### config.mk
export PLATFORM = sky130hd
export DESIGN_NAME = deal_sequencer
export DESIGN_NICKNAME = d
export VERILOG_FILES = /design/src/rtl/baccarat_pkg.sv /design/src/rtl/deal_sequencer_draw.sv /design/src/rtl/deal_sequencer.sv
export SDC_FILE = /design/constraint.sdc
export NUM_CORES = 1
export LEC_CHECK = 0
export CAP_MARGIN = 0
export CORE_UTILIZATION = 44
export CTS_BUF_LIST = sky130_fd_sc_hd__clkbuf_8
export DETAILED_ROUTE_END_ITERATION = 12
export HOLD_SLACK_MARGIN = 0.02
export PLACE_DENSITY = 0.81
export SLEW_MARGIN = 40
export SYNTH_ARGS = -nofsm -noshare
export SYNTH_HDL_FRONTEND = slang
export SYNTH_SLANG_ARGS = --single-unit
export TNS_END_PERCENT = 20
### constraint.sdc
create_clock -name slow_clock -period 2 [get_ports slow_clock]
set_input_delay 0.3 -clock slow_clock [delete_from_list [all_inputs] [get_ports slow_clock]]
set_output_delay 0.3 -clock slow_clock [all_outputs]
set_load 0.02 [all_outputs]
### src/rtl/baccarat_pkg.sv
// Shared types and constants for the baccarat round controller.
// Card values use 1=A .. 13=K; hand scores are 0..9.
package baccarat_pkg;

  localparam int CARD_W  = 4;
  localparam int NATURAL = 8;

  typedef enum logic [2:0] {
    DEAL_P1,
    DEAL_D1,
    DEAL_P2,
    DEAL_D2,
    EVAL_P,
    EVAL_D,
    DONE
  } deal_state_t;

  // Tens and face cards count as zero.
  function automatic logic [CARD_W-1:0] card_score(
    input logic [CARD_W-1:0] value
  );
    return (value >= CARD_W'(10)) ? '0 : value;
  endfunction

endpackage

### src/rtl/deal_sequencer_draw.sv
// Dealer third-card table: decides whether the banker draws,
// given the banker score and the player's third card.
module dealer_draw_rule
  import baccarat_pkg::*;
(
  input  logic [CARD_W-1:0] dscore,
  input  logic [CARD_W-1:0] pcard3,
  output logic              draw
);

  logic [CARD_W-1:0] v;

  always_comb begin
    v    = card_score(pcard3);
    draw = 1'b0;
    case (dscore)
      CARD_W'(0),
      CARD_W'(1),
      CARD_W'(2): draw = 1'b1;
      CARD_W'(3): draw = (v != CARD_W'(8));
      CARD_W'(4): draw = (v >= CARD_W'(2)) && (v <= CARD_W'(7));
      CARD_W'(5): draw = (v >= CARD_W'(4)) && (v <= CARD_W'(7));
      CARD_W'(6): draw = (v >= CARD_W'(6)) && (v <= CARD_W'(7));
      default:    draw = 1'b0;
    endcase
  end

endmodule

### src/rtl/deal_sequencer.sv
// Baccarat round FSM: sequences card loads one per user step,
// applies third-card rules and drives the win lights.
module deal_sequencer
  import baccarat_pkg::*;
(
  input  logic              slow_clock,
  input  logic              reset,
  input  logic              step,
  input  logic [CARD_W-1:0] pscore,
  input  logic [CARD_W-1:0] dscore,
  input  logic [CARD_W-1:0] pcard3,
  output logic              load_pcard1,
  output logic              load_pcard2,
  output logic              load_pcard3,
  output logic              load_dcard1,
  output logic              load_dcard2,
  output logic              load_dcard3,
  output logic              player_win_light,
  output logic              dealer_win_light,
  output logic              done
);

  deal_state_t state_q, state_d;
  logic [5:0]  load_q, load_d;
  logic        pwin_q, pwin_d;
  logic        dwin_q, dwin_d;
  logic        done_q, done_d;
  logic        step_ok;
  logic        dealer_draw;

  dealer_draw_rule u_draw (
    .dscore (dscore),
    .pcard3 (pcard3),
    .draw   (dealer_draw)
  );

  // A step during a load cycle is dropped so scores settle first.
  assign step_ok = step & ~(|load_q);

  always_comb begin
    state_d = state_q;
    load_d  = '0;
    pwin_d  = 1'b0;
    dwin_d  = 1'b0;
    case (state_q)
      DEAL_P1: if (step_ok) begin
        load_d[5] = 1'b1;
        state_d   = DEAL_D1;
      end
      DEAL_D1: if (step_ok) begin
        load_d[2] = 1'b1;
        state_d   = DEAL_P2;
      end
      DEAL_P2: if (step_ok) begin
        load_d[4] = 1'b1;
        state_d   = DEAL_D2;
      end
      DEAL_D2: if (step_ok) begin
        load_d[1] = 1'b1;
        state_d   = EVAL_P;
      end
      EVAL_P: if (step_ok) begin
        state_d = DONE;
        if (pscore >= CARD_W'(NATURAL) ||
            dscore >= CARD_W'(NATURAL)) begin
          load_d = '0;
        end else if (pscore <= CARD_W'(5)) begin
          load_d[3] = 1'b1;
          state_d   = EVAL_D;
        end else if (dscore <= CARD_W'(5)) begin
          load_d[0] = 1'b1;
        end
      end
      EVAL_D: if (step_ok) begin
        load_d[0] = dealer_draw;
        state_d   = DONE;
      end
      DONE: begin
        pwin_d = (pscore >= dscore);
        dwin_d = (dscore >= pscore);
      end
      default: state_d = DEAL_P1;
    endcase
    done_d = (state_d == DONE);
  end

  always_ff @(posedge slow_clock) begin
    if (reset) begin
      state_q <= DEAL_P1;
      load_q  <= '0;
      pwin_q  <= 1'b0;
      dwin_q  <= 1'b0;
      done_q  <= 1'b0;
    end else begin
      state_q <= state_d;
      load_q  <= load_d;
      pwin_q  <= pwin_d;
      dwin_q  <= dwin_d;
      done_q  <= done_d;
    end
  end

  assign load_pcard1      = load_q[5];
  assign load_pcard2      = load_q[4];
  assign load_pcard3      = load_q[3];
  assign load_dcard1      = load_q[2];
  assign load_dcard2      = load_q[1];
  assign load_dcard3      = load_q[0];
  assign player_win_light = pwin_q;
  assign dealer_win_light = dwin_q;
  assign done             = done_q;

endmodule

==> results of run 1 <==
-- layout by cell type, fill, tap and decap left out, types with 2 or more instances in the layout --
master	n
a21oi_1	6
nand3_1	2
buf_4	2
dfxtp_1	12
ha_1	4
nor2_1	7
a211oi_1	2
or3_1	2
nor4_1	4
clkbuf_8	4
nor2b_1	2
inv_1	7
nand2_1	4
nor3_1	3
clkdlybuf4s50_1	23
-- power groups by stage --
stage | Combinational (uW) | Sequential (uW) | Clock (uW)
4_1_cts | 140 | 266 | 262
3_3_place_gp | 133 | 271 | 0
5_1_grt | 155 | 269 | 278
3_5_place_dp | 138 | 272 | 0
2_1_floorplan | 78.0 | 269 | 0
6_report | 140 | 267 | 263
-- routing by layer --
layer / up-vias / share of wire / track usage
met2: 30 / 0.51 / 0.359
li1: 322 / - / -
met1: 289 / 0.43 / 0.273
met4: 0 / 0 / 0.0776
met5: - / 0 / 0
met3: 0 / 0.059 / 0.0500
-- layout make-up --
class / count / area (um2)
flip-flops and latches: 12 / 240
clock buffers: 4 / 55.1
repair buffers: 25 / 245
inverters: 7 / 26.3
fillers: 106 / 372
multi-input cells: 53 / 360
well taps: 15 / 18.8
-- tightest hold or removal path, cell delays in order, from the launching register on --
cell and delay (ps):
dfxtp_1 380, nand2_1 90, nor4_1 40
-- per-stage QoR --
step           hold WS, ps  instance area (um2)
2_1_floorplan          369                  638
3_3_place_gp           538                  891
3_5_place_dp           548                  891
4_1_cts                560                  946
5_1_grt                594                  946
6_report               564                  946
-- cell usage after synthesis (2+ instances only) --
| master | instances |
|---|---|
| inv_1 | 7 |
| ha_1 | 4 |
| nor2b_1 | 2 |
| a211oi_1 | 2 |
| nand2_1 | 4 |
| nor2_1 | 7 |
| nor3_1 | 3 |
| a21oi_1 | 6 |
| clkbuf_1 | 3 |
| nor4_1 | 4 |
| or3_1 | 2 |
| nand3_1 | 2 |
| dfxtp_1 | 12 |
-- cell families (layout without fill, tap and decap cells) --
kind of cell | count (synthesis) | count (layout)
compound gates | 16 | 16
xor+xnor | 1 | 1
flops | 12 | 12
simple gates | 32 | 32
fa+ha+maj | 4 | 4
buf+inv | 10 | 36
-- flip-flops by register name, summed over array words and instances, names as in the netlist --
| signal | cells |
|---|---|
| dealer_win_light | 1 |
| done | 1 |
| load_q | 6 |
| player_win_light | 1 |
| state_q | 3 |
-- worst min path at each step --
| stage | slack [ps] | endpoint | start |
|---|---|---|---|
| floorplan | 370 | state_q[2] | reset |
| global placement | 540 | load_q[3] | state_q[2] |
| detailed placement | 550 | load_q[3] | state_q[2] |
| global route | 590 | load_q[3] | state_q[2] |
| CTS | 560 | load_q[3] | state_q[2] |
| finish | 560 | load_q[3] | state_q[2] |
==> metrics.txt, run 1 <==
Cell Area, Synth=638 um2; Slew headroom=0.768; Final nets=about 120; combinational power share=0.209; start point of the critical path=pscore[1]; top cell type's share of synthesized area=0.376; Sink Count=12; worst-path maximum fanout=3; Req. time, crit path=2170 ps; Syn. warnings=0; Maximum Capacitance Violations=0; ys flop type=dfxtp_1; crit-path max cell delay=510 ps; PortBufs=23; compound-cell area share of the yosys netlist=0.180; Post-Synth XOR/XNOR Area=0.0137; die span in x=approximately 40 um; synthesis-to-layout area growth=48.2%; share of flip-flops with an asynchronous set or reset=0; Final Core Density=0.718; Starting Density=0.484; Power Total=between 600 and 700 uW; mux share of post-synthesis cell area=0; dpl ws=25.1 ps; Avg WL per Cell=between 10 and 15 um; CTS Buf Count=3; dominant cell type by area after synthesis=dfxtp_1; pin count of the biggest net entering global routing=11; Worst R2R Setup Slack=400 ps; syn_nets=94; hold depth=2; synthesized-area fraction occupied by and/or/nand/nor cells=0.292; clock power share=0.392; Worst R2R End=state_q[2]; status=finished clean; setup ws final=265 ps; CTS clk-pin slew, worst paths=roughly 50 ps; Final ANT Viol Nets=0; Worst Clk Skew=approximately 1.1 ps; Post-synth EDFFs=0; initial antenna violation count=0; CTS tree=done; PD cells=around 710 mW/mm2; Highest Clock Rate=slightly below 600 MHz; Peak VDD IR=about 0.38 mV; Finished Layout Cells=116; NetSw=171 uW; CTS root buf=clkbuf_8; Final period util=0.867; DRT iter0 DRCs=9; Netlist cell types=30; layout cells sized above 1=0.0990; internal power=499 uW; Syn Inst Count=75; # DRC=0; Placeable Area=0.00132 mm2; hpwl dp=~1100 um; DRT Pass-1 Iters=4; sequential area share after synthesis=0.376; slowest stage cell, crit path=clkdlybuf4s50_1; final hold violations=0; first-pass GRT wire length=2300 um; Die Y=around 40 um; die area=between 0.0015 and 0.002 mm2; Tmin final=1730 ps; Site Rows=13; Setup crit end=player_win_light; io pins=24; worst-path cell chain=clkdlybuf4s50_1 -> inv_1 -> ha_1 -> nor2b_1 -> o21a_1 -> or3_1 -> a21oi_1; Seq pwr share=0.399; placed cells=roughly 110; largest cells by area after synthesis=dfxtp_1 38%, ha_1 7.8%, a21oi_1 4.7%; via-per-instance ratio=about 5.5; RR Startpoint=load_q[3]; setup_tns=0 ps; largest family of logic cells by synthesized area=simple AND/OR/NAND/NOR gates; H-tree depth=1; # hold bufs at CTS=0; number of global-route vias before repair=approximately 510; Antenna Cells=0; critical path class=in2reg; global route total overflow=0; vias=roughly 640; Post-Route WL=roughly 1500 um; clk_lat worst skew=~240 ps; Final setup viols=0; all-layer global routing usage=0.218; Data arrival, critical path=about 1900 ps; P_leak=roughly 0.00036 uW; Yosys reg bits=12; post-synthesis adder-cell area fraction=0.0784; Crit. path cell count=7; Slew @ Worst Pin=around 350 ps; RSZ-0062 raised after global routing=no; worst hold path type=reg2reg; Crit path buffers/inverters=2; Slew Limit Fails=0; Worst Setup End Kind=flip-flop; clock tree buffer depth=2; CP Launch Type=primary input; sw frac=0.255; Post CTS Setup Buffer Count=0; dominant delay contributor by cell family on the critical path=buffers and inverters; routability congestion estimate=0.828; Resize count post-CTS=0; reg2reg path depth=4; synthesized area per cell=around 8.5 um2
No activity file was read; power rests on OpenSTA's default activity.
==> run 2: changes to the inputs <==
- REMOVE_ABC_BUFFERS: default -> 1
==> metrics.txt, run 2 (same netlist as run 1, synthesis figures left out) <==
Final setup viols=0 (unchanged); commonest non-fill, non-tap cell in the layout=clkdlybuf4s50_1; first-pass GRT wire length=2200 um (-4.2%); Peak VDD IR=0.359 mV (-4.5%); Starting Density=0.484 (unchanged); Placeable Area=0.00132 mm2 (unchanged); Slew Limit Fails=0 (unchanged); Crit path buffers/inverters=2 (unchanged); setup_tns=0 ps (unchanged); DRT Pass-1 Iters=4 (unchanged); Maximum Capacitance Violations=0 (unchanged); pin count of the biggest net entering global routing=11 (unchanged); Site Rows=13 (unchanged); worst hold path type=reg2reg; Resize count post-CTS=0 (unchanged); max FFs per register=6 (unchanged); Antenna Cells=0 (unchanged); # DRC=0 (unchanged); io pins=24 (unchanged); Min Hold Slack=561 ps (-3.03 ps); Final nets=121 (unchanged); status=finished clean; Top reg by flops=load_q; worst-path cell chain=clkdlybuf4s50_1 -> inv_1 -> ha_1 -> nor2b_1 -> o21a_1 -> or3_1 -> a21oi_1; initial antenna violation count=0 (unchanged); routability congestion estimate=0.792 (-4.3%); Tmin final=1730 ps (-3.73 ps); CTS tree=done; RSZ-0062 raised after global routing=no; clock tree buffer depth=2 (unchanged); Fill cells=116 (+9.4%); slowest stage cell, crit path=clkdlybuf4s50_1; die span in x=40.1 um (unchanged); hpwl dp=1120 um (+4.3%); Avg WL per Cell=12.0 um (-5.7%); commonest cells after routing, fill and taps aside=23 x clkdlybuf4s50_1, 12 x dfxtp_1, 7 x inv_1, 7 x nor2_1, 6 x a21oi_1; global route total overflow=0 (unchanged); vias=601 (-6.2%); via-per-instance ratio=5.23 (-5.4%); die area=0.00161 mm2 (unchanged); Slew @ Worst Pin=334 ps (-13.5 ps); # hold bufs at CTS=0 (unchanged); dominant delay contributor by cell family on the critical path=buffers and inverters; CTS clk-pin slew, worst paths=50 ps (about the same); Data arrival, critical path=1890 ps (-20 ps); Sink Count=12 (unchanged); all-layer global routing usage=0.209 (-0.00893); CP Launch Type=primary input; critical path class=in2reg; CTS Buf Count=3 (unchanged); layout cells sized above 1=0.0900 (-0.00901); DRT iter0 DRCs=4 (-5); PortBufs=23 (unchanged); Final ANT Viol Nets=0 (unchanged); Slew headroom=0.777 (+0.00871); clk_lat worst skew=240 ps (about the same); Req. time, crit path=2160 ps (about the same); largest registers=load_q x6, state_q x3; crit-path max cell delay=490 ps (-20 ps); Die Y=40.1 um (unchanged); Post CTS Setup Buffer Count=0 (unchanged); PD cells=657 mW/mm2 (-7.2%); CTS root buf=clkbuf_8; Highest Clock Rate=578 MHz (+0.22%); Worst R2R Setup Slack=480 ps (+80 ps); H-tree depth=1 (unchanged); P_leak=0.000357 uW (-2.0%); Post-Route WL=1380 um (-6.5%); Worst Clk Skew=0.569 ps (-0.571 ps); worst-path maximum fanout=3 (unchanged); Final period util=0.865 (-0.00187); final hold violations=0 (unchanged); Worst Setup End Kind=flip-flop; synthesis-to-layout area growth=46.1%; number of global-route vias before repair=522 (+1.6%)
-- run 2: layout make-up --
class / instances / area [um2] / share of cell area
multi-input cells: 53 / 360 / 0.387
inverters: 7 / 26.3 / 0.0282
repair buffers: 25 / 245 / 0.263
clock buffers: 3 / 41.3 / 0.0443
flip-flops and latches: 12 / 240 / 0.258
well taps: 15 / 18.8 / 0.0201
-- run 2: layer usage --
metal  vias up  share of wire  track usage
met1       264           0.49        0.272
met5         -              0            0
li1        322              -            -
met3         2          0.038       0.0667
met2        13           0.46        0.331
met4         0          0.012       0.0517
-- run 2: path summary, 6_finish.rpt --
check,from,end,cells after the start
max reg2reg,load_q[3],load_q[0],4
min reg2reg,state_q[2],load_q[3],2
max,pscore[1],player_win_light,7
min,state_q[2],load_q[3],2
-- run 2: metrics by stage --
step	area (um2)	setup WS (ps)	util	cells	power, uW
2_1_floorplan	627	507	-	72	344
3_3_place_gp	891	61.7	0.676	112	405
3_5_place_dp	891	24.3	0.676	112	407
4_1_cts	932	262	0.708	115	620
5_1_grt	932	208	0.708	115	644
6_report	932	269	0.708	115	613
-- run 2: power breakdown --
group          switching [uW]  internal, uW
logic                    61.3          74.9
clock network            78.0           132
registers                16.1           251
total                     155           457
-- run 2: worst reg2reg max path, stage by stage (launching register included) --
cell       delay (ps)
dfxtp_1           310
nor4_1            290
nand3_1           310
buf_4             260
a2111oi_2         250
==> run 3: changes to the inputs <==
- GPL_TIMING_DRIVEN: default -> 0
- MAX_ROUTING_LAYER: default -> met4
==> metrics.txt, run 3 (same netlist as run 1, synthesis figures left out) <==
final hold violations=0 (unchanged); P_leak=0.000355 uW (-0.64%); DRT Pass-1 Iters=4 (unchanged); Worst Clk Skew=2.35 ps (+1.79 ps); initial antenna violation count=0 (unchanged); setup_tns=0 ps (unchanged); routability congestion estimate=0.771 (-2.6%); dominant delay contributor by cell family on the critical path=buffers and inverters; CTS root buf=clkbuf_8; Peak VDD IR=0.511 mV (+42%); Data arrival, critical path=1890 ps (about the same); internal power=494 uW (+8.1%); Worst Setup End Kind=flip-flop; worst hold path type=reg2reg; die area=0.00161 mm2 (unchanged); hpwl dp=1090 um (-3.0%); Slew headroom=0.696 (-0.0812); setup ws final=282 ps (+12.6 ps); Site Rows=13 (unchanged); first-pass GRT wire length=2260 um (+2.8%); Tmin final=1720 ps (-12.6 ps); largest registers=load_q x6, state_q x3; Die Y=40.1 um (unchanged); Highest Clock Rate=582 MHz (+0.73%); Final Core Density=0.707 (-0.000949); Post CTS Setup Buffer Count=0 (unchanged); hold_sp=state_q[2]; worst-path maximum fanout=3 (unchanged); layout cells sized above 1=0.0808 (-0.00919); pin count of the biggest net entering global routing=12 (+1); commonest cells after routing, fill and taps aside=23 x clkdlybuf4s50_1, 12 x dfxtp_1, 7 x inv_1, 7 x nor2_1, 6 x a21oi_1; clk_lat worst skew=240 ps (about the same); H-tree depth=1 (unchanged); Top reg by flops=load_q; via-per-instance ratio=5.36 (+2.6%); synthesis-to-layout area growth=45.9%; PortBufs=23 (unchanged); Fill cells=111 (-4.3%); Placeable Area=0.00132 mm2 (unchanged); die span in x=40.1 um (unchanged); NetSw=161 uW (+3.5%); io pins=24 (unchanged); Starting Density=0.484 (unchanged); dpl ws=23.5 ps (-0.794 ps); combinational power share=0.200 (-0.022); PD cells=704 mW/mm2 (+7.1%); slowest stage cell, crit path=clkdlybuf4s50_1; Final ANT Viol Nets=0 (unchanged); # hold bufs at CTS=0 (unchanged); CP Launch Type=primary input; Worst R2R Setup Slack=400 ps (-80 ps); Req. time, crit path=2170 ps (about the same); Final nets=119 (-1.7%); number of global-route vias before repair=542 (+3.8%); clock power share=0.393 (+0.051); Crit path buffers/inverters=2 (unchanged); RR Startpoint=load_q[3]; # DRC=0 (unchanged); Slew @ Worst Pin=455 ps (+121 ps); Avg WL per Cell=12.1 um (+1.1%); Min Hold Slack=563 ps (+1.88 ps); status=finished clean; Post-Route WL=1390 um (+0.22%); commonest non-fill, non-tap cell in the layout=clkdlybuf4s50_1; critical path class=in2reg; CTS Buf Count=3 (unchanged); Resize count post-CTS=0 (unchanged); crit-path max cell delay=500 ps (about the same); worst-path cell chain=clkdlybuf4s50_1 -> inv_1 -> ha_1 -> nor2b_1 -> o21a_1 -> or3_1 -> a21oi_1; Final period util=0.859 (-0.00629); Maximum Capacitance Violations=0 (unchanged); Slew Limit Fails=0 (unchanged); Final setup viols=0 (unchanged); RSZ-0062 raised after global routing=no; DRT iter0 DRCs=15 (+11); sw frac=0.246 (-0.00801); max FFs per register=6 (unchanged); clock tree buffer depth=2 (unchanged); Antenna Cells=0 (unchanged); Seq pwr share=0.407 (-0.028); vias=611 (+1.7%); all-layer global routing usage=0.226 (+0.0171); start point of the critical path=pscore[1]; global route total overflow=0 (unchanged); CTS tree=done; CTS clk-pin slew, worst paths=50 ps (about the same); Sink Count=12 (unchanged)
==> run 3: cell count changes in the layout (fill, tap and decap cells not counted), sizes merged <==
cell / previous run / this run
buf: 2 / 0
clkbuf: 3 / 4
==> run 3: area by class of cell <==
type / count / area [um2] / area share
Multi-Input combinational cell: 53 / 360 / 0.387
Sequential cell: 12 / 240 / 0.258
Timing Repair Buffer: 23 / 230 / 0.247
Clock buffer: 4 / 55.1 / 0.0591
Inverter: 7 / 26.3 / 0.0282
Tap cell: 15 / 18.8 / 0.0202
==> run 3: tightest hold or removal path: cells and delay by family, from the launching register on <==
kind	cells	cell delay, ps
and+or+nand+nor	1	90
DFF	1	380
AOI/OAI and AO/OA	1	50
==> run 3: layer usage <==
| layer | wire length [um] | global-route usage | vias up |
|---|---|---|---|
| li1 | - | - | 320 |
| met1 | 637 | 0.256 | 266 |
| met2 | 657 | 0.363 | 23 |
| met3 | 82 | 0.100 | 2 |
| met4 | 8 | 0.0517 | 0 |
| met5 | 0 | - | - |
==> run 3: worst paths after layout <==
kind	to	cells after the start
setup / recovery	player_win_light	7
setup reg to reg	state_q[2]	4
hold / removal	state_q[2]	2
hold reg to reg	state_q[2]	2
==> run 3: stage by stage <==
step / std cells / area, um2 / power, uW
2_1_floorplan: 72 / 627 / 344
3_3_place_gp: 110 / 876 / 399
3_5_place_dp: 110 / 876 / 402
4_1_cts: 114 / 931 / 666
5_1_grt: 114 / 931 / 693
6_report: 114 / 931 / 655
==> run 3: power groups by stage <==
stage                     combinational, uW  clock, uW  sequential, uW
final                                   131        258             267
after global routing                    143        281             269
after CTS                               131        268             266
after detailed placement                131          0             271
after global placement                  128          0             271
after floorplan                        70.8          0             274
==> RTL edit 1: new RTL, flow settings as in run 2 <==
Put a register stage on the outputs `load_pcard1`, `load_pcard2`, `load_pcard3`, `load_dcard1`, `load_dcard2` and `load_dcard3`, with the module's reset. The values now appear one clock later. The other outputs are not delayed to match.
--- a/src/rtl/deal_sequencer.sv
+++ b/src/rtl/deal_sequencer.sv
@@ -100,12 +100,23 @@
     end
   end
 
-  assign load_pcard1      = load_q[5];
-  assign load_pcard2      = load_q[4];
-  assign load_pcard3      = load_q[3];
-  assign load_dcard1      = load_q[2];
-  assign load_dcard2      = load_q[1];
-  assign load_dcard3      = load_q[0];
+  always_ff @(posedge slow_clock) begin
+    if (reset) begin
+      load_pcard1 <= '0;
+      load_pcard2 <= '0;
+      load_pcard3 <= '0;
+      load_dcard1 <= '0;
+      load_dcard2 <= '0;
+      load_dcard3 <= '0;
+    end else begin
+      load_pcard1 <= load_q[5];
+      load_pcard2 <= load_q[4];
+      load_pcard3 <= load_q[3];
+      load_dcard1 <= load_q[2];
+      load_dcard2 <= load_q[1];
+      load_dcard3 <= load_q[0];
+    end
+  end
   assign player_win_light = pwin_q;
   assign dealer_win_light = dwin_q;
   assign done             = done_q;
Function: changed (a bounded check fails within 4 cycles, from zero or initial values and one cycle with reset high).
==> RTL edit 1 against run 2 <==
  * Setup slack better by 0.045 ns
  * Critical path type unchanged
  * Non-clock buffer count stayed put
  * First-iteration DRC count is 50% higher
  * Power is 30% higher
  * Sequential power is 45% higher
  * Critical endpoint unchanged
  * Core utilization is 2.0 points lower
  * Area after synthesis is 24% higher
  * Sequential cell count is 6 higher
  * Synthesized cell count is 17% higher
  * Routed wire length is 1.7% higher
  * Largest power group unchanged
  * Cell area is 18% higher
==> RTL edit 1: results (changes against run 2) <==
The half-perimeter wire length after placement came out at 1.16 mm (was 1.12 mm). The proportion of layout cells with a drive suffix above 1 was 0.0531 (was 0.0900). Outcome: finished clean (unchanged). The ratio of routed vias to standard cells came to 5.14 (was 5.23). The slew at the pin closest to its max-slew limit came to 0.467 ns (was 0.334 ns). The data arrival time of the worst path is 1.87 ns (was 1.89 ns). The worst-case clock skew is 0.00115 ns (was 0.000569 ns).

The first-pass GRT wire length came out at 2.48 mm (was 2.20 mm). The routability-driven placement congestion ratio came out at 0.791 (was 0.792). The total placed instance area is 1040 sq um (was 891 sq um). The total of warnings raised by yosys is 0 (unchanged). Top cells by count, synth: 18 x sky130_fd_sc_hd__dfxtp_1, 9 x sky130_fd_sc_hd__inv_1, 8 x sky130_fd_sc_hd__nor2b_1 (was 12 x sky130_fd_sc_hd__dfxtp_1, 7 x sky130_fd_sc_hd__inv_1, 7 x sky130_fd_sc_hd__nor2_1). The number of global-route vias before repair is 660 (was 522). The global router's overall resource usage is 0.172 (was 0.209).

The clock group power came out at 0.000284 W (was 0.000210 W). The combinational cell power came out at 0.000125 W (was 0.000136 W). The achievable clock frequency came out at 0.593 GHz (was 0.578 GHz). The sequential share of the synthesized area came out at 0.456 (was 0.376). The placement-stage worst setup slack is 0.0673 ns (was 0.0243 ns). The proportion of power drawn by combinational gates is 0.157 (was 0.222). The initial detailed-routing violation count came out at 6 (was 4). The count of placed standard cells including taps is 133 (was 112). The proportion of total power due to net switching came to 0.228 (was 0.254). The number of standard cells after synthesis is 88 (was 75). Top area cells in the synthesized netlist: sky130_fd_sc_hd__dfxtp_1 46%, sky130_fd_sc_hd__ha_1 6.3%, sky130_fd_sc_hd__nor2b_1 6.3% (was sky130_fd_sc_hd__dfxtp_1 38%, sky130_fd_sc_hd__ha_1 7.8%, sky130_fd_sc_hd__a21oi_1 4.7%). The final standard cell count with taps included and fillers excluded came out at 137 (was 115). The aggregate routed wire length came to 1.41 mm (was 1.38 mm). The number of unique standard cell types used by synthesis is 27 (was 30). The endpoint of the worst hold path is load_dcard3 (was load_q[3]). The register-to-register setup slack is 0.45 ns (was 0.48 ns). The largest net degree at the start of global routing came out at 12 (was 11). The maximum ir drop on the vdd rail came out at 0.000352 V (was 0.000359 V). The leakage power came to 0.420 nW (was 0.357 nW).
-- RTL edit 1: cell types whose count changed in the layout (fill, tap and decap cells not counted), moves of 2 or more --
cell / before / now
sky130_fd_sc_hd__dfxtp_1: 12 / 18
sky130_fd_sc_hd__nor3_1: 3 / 1
sky130_fd_sc_hd__o21ai_0: 1 / 3
sky130_fd_sc_hd__nor2b_1: 2 / 8
sky130_fd_sc_hd__or4_1: 0 / 2
sky130_fd_sc_hd__inv_1: 7 / 9
sky130_fd_sc_hd__a211oi_1: 2 / 5
sky130_fd_sc_hd__nor2_1: 7 / 5
-- RTL edit 1: layout make-up --
type / count / area [sq um]
Timing Repair Buffer: 25 / 245
Fill cell: 125 / 498
Inverter: 9 / 33.8
Sequential cell: 18 / 360
Multi-Input combinational cell: 57 / 372
Tap cell: 24 / 30.0
Clock buffer: 4 / 55.1
-- RTL edit 1: layer usage --
| layer | global-route usage | vias up | routed length, um |
|---|---|---|---|
| met5 | 0 | - | 0 |
| met2 | 0.321 | 25 | 732 |
| met4 | 0.0909 | 0 | 22 |
| li1 | - | 357 | - |
| met1 | 0.178 | 318 | 584 |
| met3 | 0.0367 | 4 | 68 |
-- RTL edit 1: cell families (layout without fill, tap and decap cells) --
| group | Yosys count | in the layout | synth area share |
|---|---|---|---|
| AO/OA/AOI/OAI | 18 | 18 | 0.149 |
| XOR/XNOR | 1 | 1 | 0.0111 |
| adder cells (fa/ha/maj) | 4 | 4 | 0.0634 |
| buffers and inverters | 13 | 38 | 0.0729 |
| flip-flops | 18 | 18 | 0.456 |
| AND/OR/NAND/NOR | 34 | 34 | 0.247 |
==> RTL edit 2: new RTL, settings of run 2 <==
Made on the original files. `CARD_W`: 4 -> 6.
--- a/src/rtl/baccarat_pkg.sv
+++ b/src/rtl/baccarat_pkg.sv
@@ -2,7 +2,7 @@
 // Card values use 1=A .. 13=K; hand scores are 0..9.
 package baccarat_pkg;
 
-  localparam int CARD_W  = 4;
+  localparam int CARD_W  = 6;
   localparam int NATURAL = 8;
 
   typedef enum logic [2:0] {
Interface: changed (resized dscore, pcard3 and pscore); port bits go from 24 to 30. The function was not compared with the original's and may differ.
==> RTL edit 2 against run 2 <==
  * Global-route usage shrank 0.13 points
  * Area after synthesis grew 12%
  * Routed wire length grew 20%
  * Count of clock-buffer cells in the layout grew 1
  * Cell area grew 16%
  * Power grew 8.4%
  * Sequential cell count is the same
  * Critical path depth shrank 1
  * Non-clock buffer count grew 6
  * Setup slack lost 0.036 ns
  * Die area grew 12%
  * Synthesized cell count grew 17%
  * Core utilization grew 1.0 points
  * Critical path type unchanged
  * Highest routed layer unchanged
==> RTL edit 2: results (changes against run 2) <==
Outcome: finished clean (unchanged). The count of placed standard cells including taps came out at 132 (was 112). The routability-driven placement congestion ratio is 0.794 (was 0.792). The initial detailed-routing violation count is 8 (was 4).

The non-clock buffer count in the final layout is 31 (was 25). The final-layout clock-cell area share was 0.0509 (was 0.0443). The delay of the slowest cell on the worst path is 0.53 ns (was 0.49 ns).

The data arrival time of the worst path is 1.91 ns (was 1.89 ns). The number of unique standard cell types used by synthesis is 31 (was 30). The worst-case clock skew is 0.00246 ns (was 0.000569 ns).

The buffering overhead was 0.282 (was 0.263). The proportion of layout cells with a drive suffix above 1 was 0.0667 (was 0.0900). The synthesized area divided by synthesized cell count came out at 8.13 sq um (was 8.51 sq um).

The met1 wire length came out at 718 um (was 677 um). The layout multi-input combinational cell count is 66 (was 53). The number of global-route vias before repair was 717 (was 522). The maximum fanout encountered on the critical timing path came to 2 (was 3). The maximum ir drop on the vdd rail is 0.000405 V (was 0.000359 V).

The half-perimeter wire length after placement is 1.36 mm (was 1.12 mm). The endpoint of the lowest-slack register-to-register path was done (was load_q[0]). The combined area of the multi-input logic cells is 434 sq um (was 360 sq um). The placement-stage worst setup slack came to -0.0305 ns (was 0.0243 ns). The fraction of met3 tracks used by global routing is 0.0690 (was 0.0667). The global router's overall resource usage was 0.208 (was 0.209). The met2 usage in global routing came out at 0.357 (was 0.331). The leakage power came out at 0.433 nW (was 0.357 nW). The total length of routed met3 wires came out at 66 um (was 52 um). The count of buffers inserted at the top-level ports is 29 (was 23).
RTL edit 2: worst max-delay path by stage:
| stage | start | cells past startpoint | end | slack [ns] |
|---|---|---|---|---|
| final | pcard3[2] | 6 | load_q[0] | 0.23 |
| after global routing | pcard3[2] | 6 | load_q[0] | 0.17 |
| after CTS | pcard3[2] | 6 | load_q[0] | 0.22 |
| after detailed placement | pcard3[2] | 6 | load_q[0] | -0.03 |
| after global placement | pcard3[2] | 6 | load_q[0] | 0.04 |
| after floorplan | pcard3[4] | 4 | load_q[0] | 0.53 |
RTL edit 2: cells by family (layout without fill, tap and decap cells):
family,after synthesis,in the layout,share of synthesized area
fa+ha+maj,6,6,0.105
buf+inv,10,42,0.0577
simple gates,43,43,0.339
compound gates,17,17,0.163
flops,12,12,0.336
RTL edit 2: power breakdown:
part           internal [W]  switching [W]  total [W]
Clock              0.000174      0.0000942   0.000268
Sequential         0.000246      0.0000108   0.000257
Combinational     0.0000770      0.0000616   0.000139
Total              0.000498       0.000167   0.000664
